`config.mk`:
```
export PLATFORM = sky130hd
export DESIGN_NAME = pzbcm_fifo_packer
export DESIGN_NICKNAME = d
export VERILOG_FILES = /design/src/rtl/pzbcm_fifo_packer.sv
export SDC_FILE = /design/constraint.sdc
export NUM_CORES = 1
export LEC_CHECK = 0
export CAP_MARGIN = 20
export CORE_MARGIN = 1
export CORE_UTILIZATION = 60
export DETAILED_ROUTE_END_ITERATION = 10
export HOLD_SLACK_MARGIN = 0.12
export MAX_ROUTING_LAYER = met4
export PLACE_DENSITY_LB_ADDON = 0.1
export REMOVE_ABC_BUFFERS = 1
export SYNTH_ARGS = -nofsm -noshare
export SYNTH_HDL_FRONTEND = slang
export SYNTH_SLANG_ARGS = --single-unit
```
`constraint.sdc`:
```
create_clock -name i_clk -period 3.6 [get_ports i_clk]
set_input_delay 0.72 -clock i_clk [delete_from_list [all_inputs] [get_ports i_clk]]
set_output_delay 0.72 -clock i_clk [all_outputs]
set_load 0.05 [all_outputs]
```
`src/rtl/pzbcm_fifo_packer.sv`:
```
// Packs RATIO show-ahead FIFO words into one wide valid/ready beat; i_last closes a partial beat.
// Optional idle flush of partial beats: define PZBCM_FIFO_PACKER_TIMEOUT_EN.
module pzbcm_fifo_packer #(
    parameter int WIDTH   = 8,
    parameter int RATIO   = 4,
    parameter int TIMEOUT = 16
) (
    input  logic                       i_clk,
    input  logic                       i_rst_n,
    input  logic                       i_empty,
    output logic                       o_pop,
    input  logic [WIDTH-1:0]           i_data,
    input  logic                       i_last,
    output logic                       o_valid,
    input  logic                       i_ready,
    output logic [WIDTH*RATIO-1:0]     o_data,
    output logic                       o_last,
    output logic [$clog2(RATIO+1)-1:0] o_count
);
    localparam int IW = $clog2(RATIO);
    localparam int CW = $clog2(RATIO + 1);
    localparam int BW = WIDTH * RATIO;

    if (RATIO < 2) begin : g_ratio_check
        $error("pzbcm_fifo_packer: RATIO must be >= 2");
    end
    if (TIMEOUT < 1) begin : g_timeout_check
        $error("pzbcm_fifo_packer: TIMEOUT must be >= 1");
    end

    typedef enum logic {FILL, HOLD} state_t;

    state_t          state;
    logic [BW-1:0]   acc;
    logic [BW-1:0]   merged;
    logic [IW-1:0]   idx;
    logic            hold_last;
    logic [CW-1:0]   hold_count;
    logic            free;
    logic            complete;
    logic            flush;
    logic [BW-1:0]   done_data;
    logic            done_last;
    logic [CW-1:0]   done_count;

    assign free  = !o_valid || i_ready;
    assign o_pop = (state == FILL) && !i_empty;

    always_comb begin
        merged = acc;
        merged[idx*WIDTH +: WIDTH] = i_data;
    end

`ifdef PZBCM_FIFO_PACKER_TIMEOUT_EN
    localparam int TW = $clog2(TIMEOUT + 1);
    logic [TW-1:0] idle_cnt;
    logic          idle;

    assign idle  = (state == FILL) && i_empty && (idx != '0);
    assign flush = idle && (idle_cnt == TW'(TIMEOUT - 1));

    always_ff @(posedge i_clk or negedge i_rst_n) begin
        if (!i_rst_n) begin
            idle_cnt <= '0;
        end else if (!idle || flush) begin
            idle_cnt <= '0;
        end else begin
            idle_cnt <= idle_cnt + TW'(1);
        end
    end
`else
    assign flush = 1'b0;
`endif

    // A flush completes on the accumulator alone; no word is popped that cycle.
    assign complete   = (o_pop && ((idx == IW'(RATIO - 1)) || i_last)) || flush;
    assign done_data  = flush ? acc : merged;
    assign done_last  = flush ? 1'b0 : i_last;
    assign done_count = flush ? CW'(idx) : CW'(idx) + CW'(1);

    always_ff @(posedge i_clk or negedge i_rst_n) begin
        if (!i_rst_n) begin
            state      <= FILL;
            acc        <= '0;
            idx        <= '0;
            hold_last  <= 1'b0;
            hold_count <= '0;
            o_valid    <= 1'b0;
            o_data     <= '0;
            o_last     <= 1'b0;
            o_count    <= '0;
        end else begin
            if (o_valid && i_ready) begin
                o_valid <= 1'b0;
            end
            case (state)
                FILL: begin
                    if (complete) begin
                        if (free) begin
                            o_valid <= 1'b1;
                            o_data  <= done_data;
                            o_last  <= done_last;
                            o_count <= done_count;
                            acc     <= '0;
                            idx     <= '0;
                        end else begin
                            acc        <= done_data;
                            hold_last  <= done_last;
                            hold_count <= done_count;
                            state      <= HOLD;
                        end
                    end else if (o_pop) begin
                        acc <= merged;
                        idx <= idx + IW'(1);
                    end
                end
                HOLD: begin
                    if (free) begin
                        o_valid <= 1'b1;
                        o_data  <= acc;
                        o_last  <= hold_last;
                        o_count <= hold_count;
                        acc     <= '0;
                        idx     <= '0;
                        state   <= FILL;
                    end
                end
                default: state <= FILL;
            endcase
        end
    end
endmodule

```
======== After elaboration in Yosys (flattened, before gate mapping) ========
Cells that the tools add are included.
word-level totals
  register bits after elaboration ......... 76
  bits of input ports ..................... 13
  word-level logic and storage cells ...... 60
operators by class
  $add $sub $neg .......................... 3
  equality and inequality tests ........... 5
  shift-type cells ........................ 2
  mux-type cells .......................... 29
  bitwise gates (word level) .............. 2
  reduce and logical (&&, ||, !) cells .... 10
operators by type and width
  kind                                                    number
  2-to-1 mux 32 bit                                       7
  case mux 32 bit (2 select lines)                        2
  negator 5 -> 34 bit                                     1
  variable shift 8 x 34 -> 32 bit (first input constant)  1
  variable part select 8 x 34 -> 32 bit                   1
  bitwise mux 32 bit                                      1
  2-to-1 mux 3 bit                                        3
  2-to-1 mux 1 bit                                        8
  2-to-1 mux 2 bit                                        3
  case mux 1 bit (2 select lines)                         3
  case mux 3 bit (2 select lines)                         1
  AND reduction 3 bit                                     2
  inequality test 2 bit (second input constant)           2
  case mux 2 bit (2 select lines)                         1
  adder 2 x 1 -> 3 bit (second input constant)            1
  logical AND 1 bit                                       3
  inequality test 3 bit (second input constant)           1
  adder 2 x 1 -> 2 bit (second input constant)            1
  == test 2 bit (second input constant)                   1
  zero test 1 bit                                         2
  logical OR 1 bit                                        2
  inequality test 2 x 1 -> 1 bit (second input constant)  1
  inverter 1 bit                                          2
  AND reduction 2 bit                                     1

======== Logic depth before layout (Yosys ltp) ========
  depth after elaboration ................. 6
  depth in mapped cells ................... 8
  depth with buffers taken out ............ 5

======== Least setup slack after synthesis ========
OpenSTA, ideal clock, no wires.
  path kind ............................... input to output
  from .................................... input port i_empty
  to ...................................... output port o_pop
  data arrival time ....................... 1.522 ns
  data required time ...................... 2.880 ns
  setup slack ............................. 1.358 ns
  cell stages on the path ................. 2
  buffers on the path ..................... 1
  cell sequence ........................... nor2_2 clkbuf_1
on the way
  word-level cells in the longest chain between the ends .. 2
RTL lines
  what                RTL line  RTL
  start: declaration  10        input logic i_empty,
  zero test 1 bit     47        assign o_pop = (state == FILL) && !i_empty;
  logical AND 1 bit   47
  end: declaration    11        output logic o_pop,
Every way passes these cells.

======== Final worst setup path ========
  from .................................... register state
  to ...................................... output port o_pop
on the way
  word-level cells in the longest chain between the ends .. 2
RTL lines
  what                             RTL line  RTL
  start: declaration               33        state_t state;
  start signal: assignment         83        state <= FILL;
  start signal: assignment         110       state <= HOLD;
  start signal: assignment         125       state <= FILL;
  inverter 1 bit (no source line)  n/a
  logical AND 1 bit                47
Every way passes these cells.

==> run metrics <==
Max Freq 392 MHz; CP required 2.88 ns; Max Clock Skew between 0.007 and 0.008 ns; synthesized area 4230 µm²; status finished clean; Tightest Pin Transition 0.994 ns; Max Transition Viols Final 0; Die H 85.9 µm; share of total power in combinational logic 40.1%; maximum number of pins on one net before global-route repair between 70 and 80; switching power 1.17 mW; global-route wire length before repair between 15 and 20 mm; number of placed I/O pins 51; Async S/R FF share, synth 100%; TritonCTS Buffers 9; Top FF cell, synth sky130_fd_sc_hd__dfrtp_1; x dimension of the die 85.9 µm; number of buffers on the longest clock path 2; final cell count without fillers 513; clock transition at the register clock pins on the worst setup and hold paths after CTS 0.08 ns; root buffer selected by CTS sky130_fd_sc_hd__clkbuf_8; endpoint class of the critical path primary output; postcts setup bufs 0; WP data arrival 1.83 ns; crit path launch type flop; fraction of final layout cells with drive strength greater than 1 18.2%; register bit count reported by yosys 76; average wire per cell in the routed design 20.9 µm; worst-path maximum fanout 31; DR pass1 iterations 5; area enclosed by the die boundary approximately 7400 µm²; Final Wtd Congestion 0.803; Vias per Instance 6.80; synth-to-layout area growth 16.6%; synth unique cells 41; min cycle time layout 2.55 ns; row cnt 30; number of synthesized flops with an enable pin 0; cell count after synthesis slightly below 400; ant diodes 0; GRT overflow 0; Nets 431; GRT Overall Usage 31.6%; insertion delay to the later sink of the worst-skew pair 0.36 ns; count of clock tree sinks 76; Core Region 6790 µm²; total power per unit cell area 587 nW/µm²; leakage power 2.10 nW; CTS resizes 0; VDD IR-drop max 0.000326 V; final hold violations 0; post-route fraction of the period consumed by the critical path a little over two thirds; final setup slack of the worst path 1.05 ns; total vias in the final route 3,488; fraction of the yosys area taken by sequential cells between 40% and 50%; aggregate routed wire length 10.7 mm; Routed Antenna Nets 0; Placed Cells 497; type of the worst setup path flop to primary output; final-report setup violation count 0; number of global-route vias before repair ~3,300; count of warnings emitted by yosys 0; starting utilization of the core area between 60% and 70%; number of port buffers 50; number of hold buffers added after CTS 0; deepest level of the CTS H-tree 3; synthesized area divided by synthesized cell count ~11 µm²; count of max-cap constraint violations 0; dpl ws 0.977 ns; Cell Int Power about 1.7 mW; count of routing violations after the opening detailed-route iteration between 300 and 400; number of antenna violations at the first check in global routing 0; unrepaired setup endpoints after global routing false; share of total power in the clock network 22.8%; max-slew headroom at the worst pin about a third; smallest hold slack 0.495 ns; Seq pwr share between 30% and 40%; HPWL after DPL 6.44 mm; class of the most critical hold timing path primary input to async pin; post-route DRC violation count 0; Switching Share 40.3%; clock tree from TritonCTS built
[synthesized netlist by cell type (2+ instances only)]
cell type	number	share of area, %
sky130_fd_sc_hd__o221ai_1	9	1.9
sky130_fd_sc_hd__a22o_1	10	2.1
sky130_fd_sc_hd__ha_1	6	1.8
sky130_fd_sc_hd__clkbuf_1	22	2.0
sky130_fd_sc_hd__and3b_1	3	0.62
sky130_fd_sc_hd__o2bb2ai_1	14	2.9
sky130_fd_sc_hd__o2111ai_1	46	9.5
sky130_fd_sc_hd__dfrtp_1	76	45
sky130_fd_sc_hd__a32o_1	10	2.4
sky130_fd_sc_hd__nand2b_1	12	1.8
sky130_fd_sc_hd__buf_4	4	0.71
sky130_fd_sc_hd__mux2i_1	2	0.47
sky130_fd_sc_hd__mux2_2	40	11
sky130_fd_sc_hd__nand2_1	2	0.18
sky130_fd_sc_hd__buf_2	10	1.2
sky130_fd_sc_hd__buf_1	9	0.80
sky130_fd_sc_hd__inv_1	15	1.3
sky130_fd_sc_hd__a21boi_0	2	0.36
sky130_fd_sc_hd__nand3b_1	14	2.5
sky130_fd_sc_hd__o21ai_0	33	3.9
sky130_fd_sc_hd__nand3_1	23	2.7
sky130_fd_sc_hd__nor2b_1	5	0.74
sky130_fd_sc_hd__or3b_2	2	0.41
[layer usage]
layer,share of wire (%),track usage (%),vias to the layer above
met5,0,-,-
met4,2.6,13.2,0
met3,5.8,6.45,33
met2,47,47.3,150
met1,44,42.2,1747
li1,-,-,1558
[layout by cell type (no fill, tap or decap), drive strengths merged, types with 5 or more instances in the layout]
cell type / count
o21ai: 34
a32o: 10
nand2b: 12
a22o: 10
o2bb2ai: 14
dfrtp: 76
nand3: 23
buf: 11
o221ai: 9
o2111ai: 47
nor2b: 5
inv: 15
clkbuf: 12
clkdlybuf4s50: 48
mux2: 41
ha: 6
nand3b: 14
[kinds of logic after synthesis]
kind of cell	Yosys count	share of synthesized area, %
AO/OA/AOI/OAI	130	24.3
flip-flops	76	45.0
AND/OR/NAND/NOR	72	11.5
buffers and inverters	60	5.98
multiplexers	43	11.4
adder cells (fa/ha/maj)	6	1.78
[worst max-delay path, cell delays in order, from the launching register on]
cell and delay [ns]:
sky130_fd_sc_hd__dfrtp_1 1.00, sky130_fd_sc_hd__nor2_2 0.24, sky130_fd_sc_hd__buf_12 0.23
[flip-flops by register name (all words and copies together), names as in the netlist]
signal / flops
acc: 32
hold_count: 3
hold_last: 1
idx: 2
o_count: 3
o_data: 32
o_last: 1
o_valid: 1
state: 1
[path summary, 6_finish.rpt]
kind | from | end | slack, ns | depth (start not counted)
worst max register to register | state$_DFF_PN0_ | o_data[29]$_DFFE_PN0P_ | 1.22 | 4
min in group i_clk | o_data[7]$_DFFE_PN0P_ | o_data[7]$_DFFE_PN0P_ | 0.50 | 1
worst min register to register | o_data[7]$_DFFE_PN0P_ | o_data[7]$_DFFE_PN0P_ | 0.50 | 1
max in group asynchronous | i_rst_n | acc[6]$_DFFE_PN0P_ | 2.48 | 1
worst max-delay path | state$_DFF_PN0_ | o_pop | 1.05 | 2
worst min-delay path | i_rst_n | acc[12]$_DFFE_PN0P_ | 0.50 | 1
[through the flow]
stage	power [mW]	area (µm²)	TNS (ns)	utilization, %
4_1_cts	2.89	4930	0	72.5
5_1_grt	3.02	4930	0	72.5
3_3_place_gp	2.21	4730	0	69.7
2_1_floorplan	1.84	4030	-0.236	-
3_5_place_dp	2.24	4730	0	69.7
6_report	2.89	4930	0	72.5
[power groups by stage]
| stage | Sequential, mW | Combinational [mW] | Clock [mW] |
|---|---|---|---|
| 2_1_floorplan | 1.36 | 0.474 | 0 |
| 5_1_grt | 1.09 | 1.23 | 0.705 |
| 6_report | 1.07 | 1.16 | 0.660 |
| 4_1_cts | 1.07 | 1.15 | 0.663 |
| 3_3_place_gp | 1.08 | 1.12 | 0 |
| 3_5_place_dp | 1.09 | 1.15 | 0 |
[layout make-up]
class                   instances  area [µm²]
multi-input cells             251        2080
flip-flops and latches         76        1900
fillers                       513        1870
repair buffers                 59         576
clock buffers                  12         145
well taps                      96         120
inverters                      15        56.3
clock inverters                 4        48.8
Power figures use the tool's default switching activity.
